**config.mk**
```make
export PLATFORM = sky130hd
export DESIGN_NAME = uart_deframe
export DESIGN_NICKNAME = d
export VERILOG_FILES = /design/src/rtl/uart_pkg.sv /design/src/rtl/uart_parity_chk.sv /design/src/rtl/uart_deframe.sv
export SDC_FILE = /design/constraint.sdc
export NUM_CORES = 1
export LEC_CHECK = 0
export ABC_CLOCK_PERIOD_IN_PS = 1820
export CAP_MARGIN = 20
export CORE_MARGIN = 2
export CORE_UTILIZATION = 35
export DETAILED_ROUTE_END_ITERATION = 6
export PLACE_DENSITY = 0.73
export RECOVER_POWER = 25
export SLEW_MARGIN = 20
export SYNTH_ARGS = -nofsm -noshare
export SYNTH_HDL_FRONTEND = slang
export SYNTH_SLANG_ARGS = --single-unit
```
**constraint.sdc**
```tcl
create_clock -name clk -period 1.82 [get_ports clk]
set_input_delay 0.182 -clock clk [delete_from_list [all_inputs] [get_ports clk]]
set_output_delay 0.182 -clock clk [all_outputs]
set_load 0.005 [all_outputs]
```
**src/rtl/uart_pkg.sv**
```systemverilog
// Shared UART constants: default payload width, frame bit positions and parity mode.
package uart_pkg;

  localparam int UART_DATA_W = 8;

  // Frame layout: [0]=start, [DATA_W:1]=data LSB-first, [DATA_W+1]=parity, [DATA_W+2]=stop.
  localparam int START_IDX  = 0;
  localparam int DATA_LSB   = 1;
  localparam int PARITY_IDX = UART_DATA_W + 1;
  localparam int STOP_IDX   = UART_DATA_W + 2;

  typedef enum logic {
    PAR_EVEN = 1'b0,
    PAR_ODD  = 1'b1
  } parity_mode_e;

  function automatic int frame_w(input int data_w);
    return data_w + 3;
  endfunction

  function automatic int parity_idx(input int data_w);
    return data_w + 1;
  endfunction

  function automatic int stop_idx(input int data_w);
    return data_w + 2;
  endfunction

endpackage

```
**src/rtl/uart_parity_chk.sv**
```systemverilog
// Combinational parity checker: flags a data word whose parity bit disagrees with the mode.
module uart_parity_chk
  import uart_pkg::*;
#(
  parameter int DATA_W     = UART_DATA_W,
  parameter bit PARITY_ODD = 1'b0
) (
  input  logic [DATA_W-1:0] data,
  input  logic              parity,
  output logic              err
);

  localparam parity_mode_e MODE = PARITY_ODD ? PAR_ODD : PAR_EVEN;

  logic p;

  // Even mode expects the total count of ones to be even, odd mode expects it odd.
  assign p   = (^data) ^ parity;
  assign err = (MODE == PAR_ODD) ? ~p : p;

endmodule

```
**src/rtl/uart_deframe.sv**
```systemverilog
// Splits an assembled RX frame into registered fields with parity/framing checks
// and a one-cycle done pulse per captured frame.
module uart_deframe
  import uart_pkg::*;
#(
  parameter int DATA_W     = UART_DATA_W,
  parameter bit PARITY_EN  = 1'b1,
  parameter bit PARITY_ODD = 1'b0
) (
  input  logic                    clk,
  input  logic                    rst_n,
  input  logic                    frame_valid,
  input  logic [DATA_W+3-1:0]     data_parll,
  output logic [DATA_W-1:0]       data_out,
  output logic                    start_bit,
  output logic                    parity_bit,
  output logic                    stop_bit,
  output logic                    done_flag,
  output logic                    parity_err,
  output logic                    frame_err
);

  localparam int FRAME_W = frame_w(DATA_W);
  localparam int PAR_IDX = parity_idx(DATA_W);
  localparam int STP_IDX = stop_idx(DATA_W);

  logic [DATA_W-1:0] data_field;
  logic              start_field;
  logic              parity_field;
  logic              stop_field;
  logic              par_chk_err;
  logic              parity_err_next;
  logic              frame_err_next;

  assign start_field  = data_parll[START_IDX];
  assign data_field   = data_parll[DATA_W+DATA_LSB-1:DATA_LSB];
  assign parity_field = data_parll[PAR_IDX];
  assign stop_field   = data_parll[STP_IDX];

  uart_parity_chk #(
    .DATA_W     (DATA_W),
    .PARITY_ODD (PARITY_ODD)
  ) u_parity_chk (
    .data   (data_field),
    .parity (parity_field),
    .err    (par_chk_err)
  );

  // The parity bit is still captured when checking is disabled; only the flag is masked.
  assign parity_err_next = PARITY_EN ? par_chk_err : 1'b0;
  assign frame_err_next  = start_field | ~stop_field;

  // Reset values describe an idle line: start/stop read as mark (1), payload cleared.
  // NOTE: sequential state uses non-blocking assignments so every output samples the
  // same pre-edge inputs, independent of statement order.
  always_ff @(posedge clk or negedge rst_n) begin
    if (!rst_n) begin
      data_out   <= '0;
      start_bit  <= 1'b1;
      parity_bit <= 1'b0;
      stop_bit   <= 1'b1;
      done_flag  <= 1'b0;
      parity_err <= 1'b0;
      frame_err  <= 1'b0;
    end else begin
      done_flag <= frame_valid;
      if (frame_valid) begin
        data_out   <= data_field;
        start_bit  <= start_field;
        parity_bit <= parity_field;
        stop_bit   <= stop_field;
        parity_err <= parity_err_next;
        frame_err  <= frame_err_next;
      end
    end
  end

  if (FRAME_W != DATA_W + 3) begin : g_bad_width
    $error("uart_deframe: frame width derivation mismatch");
  end

endmodule

```
==> impl_results.rst <==
.. list-table::
   :header-rows: 1

   * - Metric
     - Value
   * - Cell-by-cell trace of the critical path
     - clkdlybuf4s50_1
   * - Clock tree from TritonCTS
     - yes
   * - Count of inserted antenna diode cells
     - 0
   * - Number of global-route vias before repair
     - approximately 380
   * - Unrepaired setup endpoints after global routing
     - no
   * - Die height
     - around 45 um
   * - Top cell type by total area after synthesis
     - dfrtp_1
   * - Resize count post-CTS
     - 0
   * - Area of the multi-input gates
     - roughly 230 um2
   * - Shortest clock period the worst path allows after layout
     - 1.48 ns
   * - Total area of sequential cells
     - 353 um2
   * - Routed WL per cell
     - about 12 um
   * - Critical path capture point type
     - output pin
   * - Proportion of netlist area held by the largest area contributor
     - about half
   * - Area of the core
     - about 1500 um2
   * - Maximum clock insertion buffer count
     - 2
   * - Post-CTS Hold Buffers
     - 0
   * - Number of DRC violations after detailed routing
     - 0
   * - Via count normalized by instance count
     - around 4.8
   * - Most used flip-flop cell after synthesis
     - dfrtp_1
   * - Clock latency of the later-clocked register in the worst-skew pair
     - just under 0.3 ns
   * - Switching share of total power
     - between 20 and 25%
   * - Most used standard cells in the synthesized netlist
     - dfrtp_1 (12), mux2_2 (11), xnor2_1 (4)
   * - Clock transition at the register clock pins on the worst setup and hold paths after CTS
     - 0.08 ns
   * - Post-synthesis register bit count
     - 14
   * - Num ports
     - 28
   * - Post-layout power
     - between 700 and 800 uW
   * - Power density normalized to cell area
     - 842 nW/um2
   * - Worst vdd ir
     - 0.407 mV
   * - Sequential element share of the synthesized area
     - around three fifths
   * - Post CTS Setup Buffer Count
     - 0
   * - Net switching power figure
     - between 150 and 200 uW
   * - Tcrit/Tclk final
     - between 80 and 90%
   * - Total detailed-routing wirelength
     - approximately 1 mm
   * - Clock Skews
     - 0 ns
   * - EDFF count, synth
     - 0
   * - Via count
     - 404
   * - Type of the worst setup path
     - flip-flop to output pin
   * - Share of power burned in combinational logic
     - a little over a quarter
   * - Biggest cell delay along the critical path
     - between 0.5 and 0.6 ns
   * - Reg power frac
     - between 40% and 50%
   * - Critical Path Source Type
     - flip-flop
   * - Slew of the pin with the lowest slew margin
     - about 0.76 ns
   * - Number of buffers created by CTS
     - 3
   * - Share of flip-flops with an asynchronous set or reset after synthesis
     - 100%
   * - Placed wire-length estimate
     - ~750 um
   * - Hold/Removal Path Class
     - input pin to async pin
   * - Gate count after technology mapping
     - 37
   * - Sum Neg Setup Slack
     - 0 ns
   * - Area added between synthesis and finish
     - 53.2%
   * - CTS root buf
     - clkbuf_4
   * - Most used standard cell by instance count after synthesis
     - dfrtp_1
   * - Number of hold violations in the final report
     - 0
   * - Slowest library cell on the worst path
     - dfstp_2
   * - Overall Global Routing Usage
     - about an eighth
   * - Endpoints failing setup
     - 0
   * - I/O Buffers
     - 27
   * - First-pass GRT wire length
     - ~1.7 mm
   * - Width of the die
     - between 40 and 50 um
   * - Pin count of the biggest net entering global routing
     - 16
   * - Summed instance area of the synthesized netlist
     - between 500 and 600 um2
   * - Leakage power figure
     - 0.000378 uW
   * - Number of antenna violations at the first check in global routing
     - 0
   * - Top fanout value on the critical path
     - 2
   * - H-tree levels
     - 1
   * - Clock sink total
     - 14
   * - Area enclosed by the die boundary
     - ~2000 um2
   * - Initial core utilization
     - 38.5%
   * - Count of different cell masters after synthesis
     - 12
   * - Cell family contributing the most delay on the critical path
     - flip-flops
   * - Max capacitance violation total
     - 0
   * - Number of iterations in the first detailed-routing pass
     - 2
   * - Part of the power in the clock network
     - 24.1%
   * - Number of max-slew violations in the final report
     - 0
   * - Cell internal power dissipation
     - ~590 uW
   * - Number of rows in the core area
     - 14
   * - Synth top area cells
     - dfrtp_1 (51%), mux2_2 (21%), dfstp_2 (8.9%), xnor2_1 (5.9%), xnor3_1 (3.8%)
   * - GP Congestion
     - between 0.6 and 0.7
   * - Data arrival time at the worst-slack endpoint
     - around 1.3 ns
   * - Critical path buffer and inverter count
     - 1
   * - Antenna Nets Post-Route
     - 0
   * - Result of the run
     - completed
   * - Net Count, Synth
     - slightly above 50
   * - Yosys synthesis warning count
     - 0
   * - 1st-iter DRT viols
     - 1
   * - Worst relative slew slack
     - about half
   * - Per-instance average area after synthesis
     - 16.0 um2
   * - Number of filler instances in the final layout
     - 133
   * - Final Net Count
     - 83
   * - F_max
     - slightly below 0.7 GHz
   * - Required arrival time at the worst endpoint
     - between 1.5 and 2 ns
   * - Fraction of layout instances using a drive strength above 1
     - 26.5%
   * - Final global-route overflow total
     - 0
## power groups by stage
stage | registers, uW | clock network [uW] | logic (uW)
after floorplan | 381 | 0 | 82.6
after global placement | 377 | 0 | 213
after detailed placement | 377 | 0 | 215
after CTS | 372 | 200 | 214
after global routing | 377 | 212 | 226
final | 372 | 185 | 209
## state kept, by name (all words and copies together), names as in the netlist
register,cells
data_out,8
done_flag,1
frame_err,1
parity_bit,1
parity_err,1
start_bit,1
stop_bit,1
## final timing paths
kind,startpoint,end,slack (ns),cells past startpoint
max in group asynchronous,rst_n,data_out[1],1.07,1
worst min register to register,data_out[1],data_out[1],0.51,1
worst min-delay path,rst_n,parity_bit,0.34,1
min in group clk,data_parll[0],frame_err,0.47,3
worst max register to register,parity_err,parity_err,1.06,1
worst max-delay path,stop_bit,stop_bit,0.34,1
## cell usage in the layout, fill, tap and decap left out
cell | netlist | routed
xnor3_1 | 1 | 1
mux2_4 | 1 | 1
clkbuf_1 | 0 | 2
mux2_2 | 11 | 11
dfrtp_1 | 12 | 12
a31oi_1 | 1 | 1
xnor2_2 | 1 | 1
dlygate4sd3_1 | 0 | 1
nor2_1 | 1 | 1
dfstp_2 | 2 | 2
clkbuf_4 | 0 | 3
clkdlybuf4s50_1 | 0 | 26
xor2_1 | 1 | 1
xnor2_1 | 4 | 4
inv_1 | 1 | 1
## per-stage QoR
stage               hold WS [ns]  area, um2  util [%]  worst slack (ns)  std cells
finish                     0.345        908      58.9             0.337         84
detailed placement         0.495        886      57.5            0.0948         80
CTS                        0.285        912      59.2             0.311         84
global placement           0.489        886      57.5            0.0982         80
floorplan                 -0.114        593         -             0.607         37
global route               0.384        908      58.9             0.273         84
## cell type report
cell class,count,area share [%]
Inverter,1,0.413
Timing Repair Buffer,28,30.2
Tap cell,16,2.20
Multi-Input combinational cell,21,25.5
Sequential cell,14,38.8
Clock buffer,4,2.89
## cell families (layout without fill, tap and decap cells)
kind of cell,Yosys count,after routing,synth area share (%)
muxes,12,12,23.4
AOI/OAI and AO/OA,1,1,1.06
xor gates and xnor gates,7,7,13.9
and+or+nand+nor,1,1,0.632
DFF,14,14,59.5
buffers and inverters,2,33,1.48
## layer usage
metal	vias to the layer above	routed length, um	GRT usage [%]
li1	188	-	-
met1	193	403	13.3
met2	18	474	18.6
met3	5	93	6.00
met4	0	44	12.4
met5	-	0	0
Power figures use the tool's default switching activity.
==> patch 1: new RTL, config.mk and constraints unchanged <==
Set the package constant `UART_DATA_W` to 7 (it was 8).
--- a/src/rtl/uart_pkg.sv
+++ b/src/rtl/uart_pkg.sv
@@ -1,7 +1,7 @@
 // Shared UART constants: default payload width, frame bit positions and parity mode.
 package uart_pkg;
 
-  localparam int UART_DATA_W = 8;
+  localparam int UART_DATA_W = 7;
 
   // Frame layout: [0]=start, [DATA_W:1]=data LSB-first, [DATA_W+1]=parity, [DATA_W+2]=stop.
   localparam int START_IDX  = 0;
Ports: changed (resized data_out and data_parll); port bits go from 28 to 26. The function was not compared with the original's and may differ.
==> patch 1 against the original RTL <==
Sequential cell count fell by 1. Highest routed layer unchanged. Count of clock-buffer cells in the layout unchanged. Setup slack worse by 4.2 ps. Wire length fell by 11%. Synthesized area decreased by 11%. Design area down 9.2%. Critical path type unchanged. Combinational power is 21% lower. Via count shrank 9.9%. Total power decreased by 11%.
==> patch 1: results <==
export IMPL_postPlaceCellArea_um2=802
export IMPL_placedCellCount=77
export IMPL_ys_types=9
export IMPL_synth_seq_area_share=0.619
export IMPL_dr_pass1_iters=1
export IMPL_cts_clk_slew_worst_paths_ps=70
export IMPL_portBuffers=25
export IMPL_setup_viol=0
export IMPL_synth_mux_area_frac=0.213
export IMPL_yosysWarningCount=0
export IMPL_hp_class="input port to async pin"
export IMPL_dp_slack_ps=482
export IMPL_p_int_mw=0.524
export IMPL_layoutNonFillerInstCount=81
export IMPL_ctsResizeCount=0
export IMPL_tightest_slew_ps=706
export IMPL_wl_per_cell_um=11.2
export IMPL_irDropWorstVdd_v=0.000587
export IMPL_clk_insertion_delay_late_ps=270
export IMPL_grt_use_total=0.122
export IMPL_sw_frac_of_total=0.229
export IMPL_synth_nets=49
export IMPL_cts_htree_levels=1
export IMPL_fin_nets=79
export IMPL_yosys_area_share_xor_xnor=0.116
export IMPL_vias_per_cell=4.49
export IMPL_largest_reg_flops=7
export IMPL_timing_fmax_mhz=672
export IMPL_grt_max_degree=16
export IMPL_synthTopCellsByArea="dfrtp_1, mux2_2, xnor2_1"
export IMPL_num_antenna_cells=0
export IMPL_grt_antenna_before_repair=0
export IMPL_slowest_delay_ps=540
export IMPL_syn_inst=36
export IMPL_p_clk_frac=0.258
export IMPL_grt_pass1_wl_mm=1.52
export IMPL_synth_compound_area_share=0.0213
export IMPL_drive_above_1_share=0.231
export IMPL_grt_pass1_vias=360
export IMPL_ys_async_sr_fraction=1.00
export IMPL_yosys_top_cells_count="dfrtp_1, mux2_2, xnor2_1"
export IMPL_p_leak_nw=0.328
export IMPL_hpwl_um=684
export IMPL_seqPwrFrac=0.498
export IMPL_place_congestion=0.678
export IMPL_synthAdderAreaFrac=0
export IMPL_fillers=139
export IMPL_outcome="finished clean"
export IMPL_first_iter_violations=0
patch 1: path summary, 6_finish.rpt:
check | startpoint | end | slack (ps) | cells after the start
hold reg to reg | data_out[0] | data_out[0] | 510 | 1
setup / recovery | start_bit | start_bit | 330 | 1
min in group clk | data_parll[0] | frame_err | 480 | 3
hold / removal | rst_n | data_out[6] | 330 | 1
max in group asynchronous | rst_n | stop_bit | 1120 | 1
setup reg to reg | data_out[1] | data_out[1] | 1070 | 1
patch 1: final cells by class:
| cell class | count | area, um2 | area share |
|---|---|---|---|
| well taps | 16 | 20.0 | 0.0243 |
| multi-input cells | 21 | 193 | 0.234 |
| clock buffers | 4 | 26.3 | 0.0319 |
| repair buffers | 26 | 254 | 0.308 |
| flip-flops and latches | 13 | 328 | 0.398 |
| inverters | 1 | 3.75 | 0.00455 |
patch 1: routing by layer:
metal	vias to the layer above	routed length, um	GRT usage
met5	-	0	0
met4	0	20	0.0938
met3	2	86	0.0723
met2	17	420	0.164
met1	163	377	0.138
li1	182	-	-
==> patch 2: new RTL, config.mk and constraints unchanged <==
Without the edit above. Put one more register stage on the output `done_flag`. The value now appears one clock later. The other outputs are not delayed to match.
--- a/src/rtl/uart_deframe.sv
+++ b/src/rtl/uart_deframe.sv
@@ -23,6 +23,8 @@
   localparam int FRAME_W = frame_w(DATA_W);
   localparam int PAR_IDX = parity_idx(DATA_W);
   localparam int STP_IDX = stop_idx(DATA_W);
+
+  logic done_flag_s0;
 
   logic [DATA_W-1:0] data_field;
   logic              start_field;
@@ -59,11 +61,11 @@
       start_bit  <= 1'b1;
       parity_bit <= 1'b0;
       stop_bit   <= 1'b1;
-      done_flag  <= 1'b0;
+      done_flag_s0 <= 1'b0;
       parity_err <= 1'b0;
       frame_err  <= 1'b0;
     end else begin
-      done_flag <= frame_valid;
+      done_flag_s0 <= frame_valid;
       if (frame_valid) begin
         data_out   <= data_field;
         start_bit  <= start_field;
@@ -79,5 +81,9 @@
     $error("uart_deframe: frame width derivation mismatch");
   end
 
+  always_ff @(posedge clk) begin
+    done_flag <= done_flag_s0;
+  end
+
 endmodule
 
Formal check against the unedited RTL: not equivalent (Yosys sat finds a counterexample within 4 cycles, from zero or initial values and one cycle with rst_n low).
==> patch 2 against the original RTL <==
Design area is 2.5% higher. Synthesized area is 3.4% higher. Via count is 0.50% higher. Total power is 3.5% higher. Worst hold slack better by 6.9 ps. Setup slack worse by 8.7 ps. Count of clock-buffer cells in the layout is 1 lower. Sequential cell count is 1 higher. Wire length is 8.5% higher. Sequential share of layout area is 1.2 points higher. Register-to-register slack hardly changed. Synthesized cell count is 2.7% higher. Critical endpoint unchanged. Largest cell class unchanged.
==> patch 2: results <==
export IMPL_slowest_delay_ps=540
export IMPL_grt_pass1_wl_mm=1.61
export IMPL_clk_insertion_delay_late_ps=280
export IMPL_startpoint="stop_bit"
export IMPL_worstSetupEndpoint="stop_bit"
export IMPL_min_from="done_flag_s0"
export IMPL_yosysWarningCount=0
export IMPL_timing_fmax_mhz=670
export IMPL_place_congestion=0.700
export IMPL_synth_seq_area_share=0.608
export IMPL_top_register="data_out"
export IMPL_path_delay_family="flip-flops"
export IMPL_portBuffers=27
export IMPL_dp_slack_ps=95.7
export IMPL_hp_class="flop to flop"
export IMPL_wl_met3_um=93
export IMPL_fin_hold_ws_ps=352
export IMPL_ys_async_sr_fraction=0.933
export IMPL_met2_length_um=543
export IMPL_min_to="done_flag"
export IMPL_vias=406
export IMPL_wirelength_met1_um=445
export IMPL_drive_above_1_share=0.275
export IMPL_wl_per_cell_um=12.8
export IMPL_cts_setup_buffers=0
export IMPL_synthTopCellsByArea="dfrtp_1, mux2_2, dfstp_2"
export IMPL_outcome="finished clean"
export IMPL_placedCellCount=82
export IMPL_cts_clk_slew_worst_paths_ps=90
export IMPL_maxSlewHeadroom=0.485
export IMPL_syn_area_per_cell_um2=16.1
export IMPL_grt_use_total=0.114
export IMPL_timing_rr_end="parity_err"
export IMPL_cp_slowest_cell="dfstp_2"
export IMPL_cts_htree_levels=1
export IMPL_cp_max_fo=2
export IMPL_synth_nets=52
export IMPL_rrSetupSlack_ps=1060
export IMPL_cts_made_buffers=3
export IMPL_crit_reg2reg_launch="parity_err"
export IMPL_p_leak_nw=0.389
export IMPL_cts_buffer_depth=2
export IMPL_irDropWorstVdd_v=0.000351
export IMPL_cts_root_buf="clkbuf_4"
export IMPL_worstRegToRegCells=1
export IMPL_postPlaceCellArea_um2=907
export IMPL_ys_types=13
export IMPL_yosys_most_used_dff="dfrtp_1"
export IMPL_fin_nets=84
export IMPL_first_iter_violations=2
export IMPL_grt_pass1_vias=376
export IMPL_hold_depth=0
export IMPL_skew_ps=0.145
export IMPL_largest_reg_flops=8
export IMPL_grt_antenna_before_repair=0
export IMPL_grt_max_degree=16
export IMPL_dr_pass1_iters=2
export IMPL_drt_total_wl_mm=1.10
[patch 2: routing by layer]
metal  GRT usage  vias to the layer above
met5           0                        -
li1            -                      193
met2       0.169                       19
met3      0.0397                        2
met1       0.126                      192
met4       0.103                        0
[patch 2: logic make-up (layout without fill, tap and decap cells)]
logic type | count (synthesis) | count (layout) | synth area share
buffers and inverters | 2 | 33 | 0.0143
xor gates and xnor gates | 7 | 7 | 0.135
and+or+nand+nor | 1 | 1 | 0.00612
DFF | 15 | 15 | 0.608
muxes | 12 | 12 | 0.227
AOI/OAI and AO/OA | 1 | 1 | 0.0102
[patch 2: report_power, final]
group	internal [mW]	switching, mW
sequential	0.376	0.0181
combinational	0.151	0.0601
clock	0.0815	0.106
[patch 2: layout make-up]
| type | instances | area [um2] |
|---|---|---|
| tap | 17 | 21.3 |
| sequential | 15 | 373 |
| timing repair buffer | 28 | 274 |
| fill | 145 | 758 |
| clock buffer | 3 | 22.5 |
| inverter | 1 | 3.75 |
| multi-input combinational | 21 | 231 |
| clock inverter | 1 | 5.00 |
